**config.mk**
```make
export PLATFORM = sky130hd
export DESIGN_NAME = edge_detect_mc
export DESIGN_NICKNAME = d
export VERILOG_FILES = /design/src/rtl/edge_detect_mc.sv
export SDC_FILE = /design/constraint.sdc
export NUM_CORES = 1
export LEC_CHECK = 0
export CAP_MARGIN = 40
export CORE_ASPECT_RATIO = 0.7
export CORE_MARGIN = 10
export CORE_UTILIZATION = 46
export CTS_CLUSTER_SIZE = 14
export DETAILED_ROUTE_END_ITERATION = 12
export PLACE_DENSITY = 0.87
export SYNTH_ARGS = -nofsm -noshare
export SYNTH_HDL_FRONTEND = slang
export SYNTH_SLANG_ARGS = --single-unit
```
**constraint.sdc**
```tcl
create_clock -name clk -period 1.6 [get_ports clk]
set_input_delay 0.4 -clock clk [delete_from_list [all_inputs] [get_ports clk]]
set_output_delay 0.4 -clock clk [all_outputs]
set_load 0.05 [all_outputs]
```
**src/rtl/edge_detect_mc.sv**
```systemverilog
// -----------------------------------------------------------------------------
// edge_detect_mc
//
// Multi-channel edge detector. Each asynchronous din bit is synchronised,
// then passed through a persistence filter. The filter accepts a new level only
// after the synchronised input has differed from the accepted level for FILT
// consecutive cycles. Accepted transitions produce registered one-cycle pulses.
// A mode-gated event output drives a sticky flag and, optionally, a saturating
// event counter for each channel.
//
// Build option:
//   EDGE_CNT_EN  defined   -> each channel has a CNT_W-bit saturating counter
//                undefined -> no counters are built and cnt is tied to 0
//
// Parameters:
//   CH     number of independent channels (1..32)
//   SYNC   synchroniser stages per channel (2..4)
//   FILT   cycles a new level must persist before it is accepted (1..255)
//   CNT_W  width of each event counter (2..16)
//
// Ports:
//   clk       single clock, rising edge
//   rst       synchronous reset, active high
//   din       asynchronous level inputs, one bit per channel
//   mode      event select: 00 none, 01 rising, 10 falling, 11 both
//   clr       per-channel clear for the sticky flag and counter
//   pos_edge  one-cycle pulse for each accepted rising transition
//   neg_edge  one-cycle pulse for each accepted falling transition
//   evt       pos_edge/neg_edge gated by mode (combinational)
//   flag      sticky event indicator
//   cnt       event counters, channel i at [i*CNT_W +: CNT_W]
// -----------------------------------------------------------------------------
module edge_detect_mc #(
    parameter int CH    = 4,
    parameter int SYNC  = 2,
    parameter int FILT  = 3,
    parameter int CNT_W = 8
) (
    input  logic                clk,
    input  logic                rst,
    input  logic [CH-1:0]       din,
    input  logic [1:0]          mode,
    input  logic [CH-1:0]       clr,
    output logic [CH-1:0]       pos_edge,
    output logic [CH-1:0]       neg_edge,
    output logic [CH-1:0]       evt,
    output logic [CH-1:0]       flag,
    output logic [CH*CNT_W-1:0] cnt
);

    localparam int FC_W = (FILT < 2) ? 1 : $clog2(FILT + 1);
    localparam logic [FC_W-1:0] FC_LAST = FC_W'(FILT - 1);

    for (genvar i = 0; i < CH; i++) begin : g_ch

        logic [SYNC-1:0] sync_q;
        logic            sync_lvl;
        logic            lvl;
        logic            lvl_d;
        logic [FC_W-1:0] fc;
        logic            pos_q;
        logic            neg_q;
        logic            evt_c;
        logic            flag_q;

        // Plain shift chain: nothing may sit between synchroniser stages.
        always_ff @(posedge clk) begin
            if (rst) begin
                sync_q <= '0;
            end else begin
                sync_q <= {sync_q[SYNC-2:0], din[i]};
            end
        end

        assign sync_lvl = sync_q[SYNC-1];

        // Persistence filter: fc counts consecutive cycles of disagreement;
        // any agreement restarts the count, so short glitches are dropped.
        always_ff @(posedge clk) begin
            if (rst) begin
                lvl <= 1'b0;
                fc  <= '0;
            end else if (sync_lvl == lvl) begin
                fc <= '0;
            end else if (fc == FC_LAST) begin
                lvl <= sync_lvl;
                fc  <= '0;
            end else begin
                fc <= fc + 1'b1;
            end
        end

        // Pulses come from comparing lvl with its delayed copy, so they appear
        // the cycle after lvl changes.
        always_ff @(posedge clk) begin
            if (rst) begin
                lvl_d <= 1'b0;
                pos_q <= 1'b0;
                neg_q <= 1'b0;
            end else begin
                lvl_d <= lvl;
                pos_q <= lvl & ~lvl_d;
                neg_q <= ~lvl & lvl_d;
            end
        end

        // Combinational so a mode change affects evt in the same cycle.
        assign evt_c = (pos_q & mode[0]) | (neg_q & mode[1]);

        // A new event has priority over a clear issued in the same cycle.
        always_ff @(posedge clk) begin
            if (rst) begin
                flag_q <= 1'b0;
            end else if (evt_c) begin
                flag_q <= 1'b1;
            end else if (clr[i]) begin
                flag_q <= 1'b0;
            end
        end

        assign pos_edge[i] = pos_q;
        assign neg_edge[i] = neg_q;
        assign evt[i]      = evt_c;
        assign flag[i]     = flag_q;

`ifdef EDGE_CNT_EN
        logic [CNT_W-1:0] cnt_q;

        // Clear together with an event restarts the count at one.
        always_ff @(posedge clk) begin
            if (rst) begin
                cnt_q <= '0;
            end else if (clr[i]) begin
                cnt_q <= evt_c ? CNT_W'(1) : '0;
            end else if (evt_c && (cnt_q != {CNT_W{1'b1}})) begin
                cnt_q <= cnt_q + 1'b1;
            end
        end

        assign cnt[i*CNT_W +: CNT_W] = cnt_q;
`else
        assign cnt[i*CNT_W +: CNT_W] = '0;
`endif

    end : g_ch

endmodule

```
# --- Yosys cells after proc, flatten, opt, wreduce, memory -nomap -nowiden ---
# Cells that the tools add are included.
totals:
  wordCells: 92
  input_bits: 12
  register_bits: 36
op_classes:
  muxes: 8
  reduce_logical: 12
  n_eq_ne: 8
  n_addsub: 4
  n_bitwise: 32
op_table:
  columns: ["cell", "n"]
  rows:
  - ["$and A1 B1 Y1", 16]
  - ["$not A1 Y1", 12]
  - ["$reduce_or A3 Y1", 4]
  - ["$add A2 B1 Y2 const B", 4]
  - ["$eq A2 B2 Y1 const B", 4]
  - ["$mux W1", 8]
  - ["$reduce_and A2 Y1", 4]
  - ["$reduce_bool A2 Y1", 4]
  - ["$eq A1 B1 Y1", 4]
  - ["$or A1 B1 Y1", 4]

# --- Logic depth before layout (Yosys ltp) ---
logic_depth:
  word_depth: 3
  mapped_depth: 4
  mapped_depth_nobuf: 4

# --- Worst setup path before layout ---
# OpenSTA, ideal clock, no wires.
synth_timing:
  kind: "input-to-output"
  start: "input port mode[0]"
  end: "output port evt[0]"
  setup_slack_ns: 0.397
  t_arrival_ns: 0.803
  required_time_ns: 1.200
  path_buffers: 1
  cell_stages: 2
  path_cell_list: "a22o_1 -> buf_4"
synth_between:
  elab_chain_len: 2
synth_rtl:
  columns: ["element", "line", "source"]
  rows:
  - ["start: declaration", "42", "input logic [1:0] mode,"]
  - ["$and A1 B1 Y1", "108", "assign evt_c = (pos_q & mode[0]) | (neg_q & mode[1]);"]
  - ["$or A1 B1 Y1", "108", null]
  - ["end: declaration", "46", "output logic [CH-1:0] evt,"]
# Every way passes these cells.

# --- Worst setup path after layout ---
layout_timing:
  start: "input port mode[0]"
  end: "output port evt[2]"
# The elaborated chain is that of the path after synthesis.

==> results list <==
- Power share of the sequential group: 50.9%
- Cell area reported after detailed placement: 1807 µm²
- Commonest cells after routing, fill and taps aside: 36 x sky130_fd_sc_hd__dfxtp_1, 32 x sky130_fd_sc_hd__conb_1, 17 x sky130_fd_sc_hd__buf_12
* Post-Layout Inst Area: 1919 µm²
- Based on the critical path, the design can be clocked at up to ~0.66 GHz.
- The final critical path takes up a little over nine tenths of the cycle.
- The tree is rooted in a sky130_fd_sc_hd__clkbuf_8.
* Via Count: 856
- H-tree levels: 2
- Total power per unit cell area: about 930 nW/µm²
- The critical path is of the input pin to output port type.
- The library cell used most frequently in the layout, excluding fill and tap cells, is sky130_fd_sc_hd__dfxtp_1.
- The worst path needs 1.506 ns of the cycle, external delays included.
- For this run, the leading register cell type out of synthesis is sky130_fd_sc_hd__dfxtp_1.
* Clock tree skew after final layout: about 0.0033 ns
- Vias per cell: 3.981
- Area share of the largest cell type after synthesis: 45.97%
- Of the cells placed in the final design, the portion with a size suffix greater than 1 is 20.24%.
- For the worst setup path, the data arrival time is around 1.1 ns.
* Setup repair after global routing missed its margin: false
- After synthesis, the mean cell area works out to 10.59 µm².
- The clock passes through at most 2 buffers.
* Remaining number of nets flagged by the antenna check after routing: 0
* Number of buffers inserted during clock tree synthesis: 5
- Startpoint Class: input pin
* Placed wire-length estimate after detailed placement: approximately 2.2 mm
- Routability congestion estimate from global placement: 0.6726
- The first global-routing pass estimated between 4 and 5 mm of wire.
* Count of placed standard cells in the final layout, fillers left out: 215
- The initialized floorplan defines 17 standard-cell rows.
* TritonCTS clock tree: built
- The number of global-route vias before repair came to 899.
* Die outline area: ~6200 µm²
- For this block, the initial DRC count from the detailed router was 29.
- The number of antenna diodes in the final layout is 0.
- After the last flow step, the layout net total stands at 183.
* Hold Buf Count CTS: 0
- The signal on the critical path passes through dlygate4sd2_1 > a22o_1 > buf_12.
- For this run the aggregate overflow at the end of global routing stands at 0.
- Setup violations remaining at the end of the flow were counted as 0.
- Sink count of the clock tree: 36
* P_int: about 0.0013 W
* Initial antenna violation count: 0
- The pre-antenna-repair detailed-routing pass consisted of 2 iterations.
* Combinational fraction of design power: between 10% and 20%
- Clock slew at reported path FFs: 0.06 ns
- For this design the top-level I/O count stands at 60.
* Largest fanout on the critical path: 4
- After synthesis the cells add up to about 1600 µm².
- Clock group share of total power: 36.1%
* Die boundary width: between 80 and 90 µm
- Proportion of synthesized chip area in sequential cells: 45.97%
- The later pin in the worst-skew pair is clocked with a latency of 0.29 ns.
- Entering global routing, the biggest net connects 26 pins.
* Netlist cell types: 16
* Final hold violations: 0
* Worst-case setup margin in the final layout: between 0.09 and 0.1 ns
- Cell leakage power: 0.8103 nW
- Core area: around 3200 µm²
- STA classifies the critical path endpoint as an output port.
* Library cell occupying the most area in the post-synthesis netlist: sky130_fd_sc_hd__dfxtp_1
- For the worst setup path, the data required time is 1.20 ns.
* Count of flip-flops with a built-in enable after synthesis: 0
* Die boundary height: around 69 µm
- The tool flagged a number of max-cap violations equal to 0.
- Total power for the finished layout comes to 0.001794 W.
* Hold crit path type: register to register
* Critical Path Slowest Stage Cell: sky130_fd_sc_hd__dlygate4sd2_1
- CP peak stage delay: 0.27 ns
* Sw Pwr: 0.0005013 W
- The run finished with clean final reports.
* Area growth from synthesis to final layout: 22.43%
- The number of max-slew violations in the final report came to 0.
* Count of mapped cells out of synthesis: between 100 and 150
- In this run, synthesis produced a sequential element count of 36.
- Total wirelength of the detailed-routed design: 2.664 mm
* Async SR Flop Fraction: 0%
- Buffers placed on the I/O ports in this run total 27.
- Worst-case setup slack after placement: -0.1375 ns
* Ys Warns: 0
* Cell count after placement: around 200
- For this configuration, the core starts out at a cell density of around half.
* Synth top area cells: sky130_fd_sc_hd__dfxtp_1 46%, sky130_fd_sc_hd__buf_4 23%, sky130_fd_sc_hd__nor2b_1 5.6%
- Average wire per standard cell: 12.39 µm
* Total global routing track utilization: 8.770%
- The worst-case IR drop observed on VDD is 0.0005558 V.
* Remaining routing DRC violations: 0
- Sw frac: 27.94%
registers in the layout, summed over array words and instances, names as in the netlist:
name	count
g_ch.fc	8
g_ch.flag_q	4
g_ch.lvl	4
g_ch.lvl_d	4
g_ch.neg_q	4
g_ch.pos_q	4
g_ch.sync_q	8
cell type report:
type	count	area (µm²)
clock buffer	6	82.58
clock inverter	2	10.01
inverter	4	15.01
timing repair buffer	32	478.0
tap	47	58.81
multi-input combinational	88	554.3
fill	269	1292
sequential	36	720.7
timing repair:
action	in CTS	in global routing
buffers inserted	3	0
resized for setup	2	0
endpoints found under the hold margin	0	0
endpoints found under the setup margin	4	0
power by group through the flow:
stage	registers, W	clock network, W	logic, W
2_1_floorplan	0.000933	0	0.000258
3_3_place_gp	0.000934	0	0.000228
3_5_place_dp	0.000934	0	0.000231
4_1_cts	0.000914	0.000673	0.000229
5_1_grt	0.000915	0.000706	0.000245
6_report	0.000914	0.000649	0.000232
critical path: cells and delay by family:
| kind | cells | cell delay, ns |
|---|---|---|
| buf+inv | 2 | 0.43 |
| compound gates | 1 | 0.27 |
layer usage:
metal | part of all wire (%) | GRT usage [%]
met5 | 0 | 0
met4 | 2.3 | 6.024
met3 | 11 | 4.310
met2 | 44 | 13.63
met1 | 43 | 9.565
logic make-up (layout without fill, tap and decap cells):
group | Yosys count | count (layout) | synth area share, %
xor+xnor | 4 | 4 | 2.234
flops | 36 | 36 | 45.97
other cells | 1 | 32 | 0.2392
mux | 4 | 4 | 2.554
compound gates | 8 | 8 | 4.788
simple gates | 36 | 36 | 14.92
buf+inv | 55 | 44 | 26.10
fa+ha+maj | 4 | 4 | 3.192
worst paths after layout:
check | from | cells past startpoint | to | slack, ns
setup / recovery | mode[0] | 3 | evt[2] | 0.09
hold / removal | g_ch[2].lvl_d | 1 | g_ch[2].pos_q | 0.40
setup reg to reg | g_ch[1].pos_q | 3 | g_ch[1].flag_q | 0.52
hold reg to reg | g_ch[2].lvl_d | 1 | g_ch[2].pos_q | 0.40
Yosys cell counts, types with 6 or more instances:
master	count
sky130_fd_sc_hd__nor2b_1	14
sky130_fd_sc_hd__buf_4	48
sky130_fd_sc_hd__and2b_1	6
sky130_fd_sc_hd__nor4_1	7
sky130_fd_sc_hd__dfxtp_1	36
metrics by stage:
| step | util (%) | hold WS (ns) | setup TNS [ns] |
|---|---|---|---|
| 6_report | 59.76 | 0.4014 | 0 |
| 5_1_grt | 59.76 | 0.4189 | 0 |
| 4_1_cts | 59.76 | 0.4014 | 0 |
| 3_5_place_dp | 56.25 | 0.3944 | -0.5345 |
| 3_3_place_gp | 56.25 | 0.3887 | -0.3855 |
| 2_1_floorplan | - | 0.3835 | 0 |
Power figures use the tool's default switching activity.
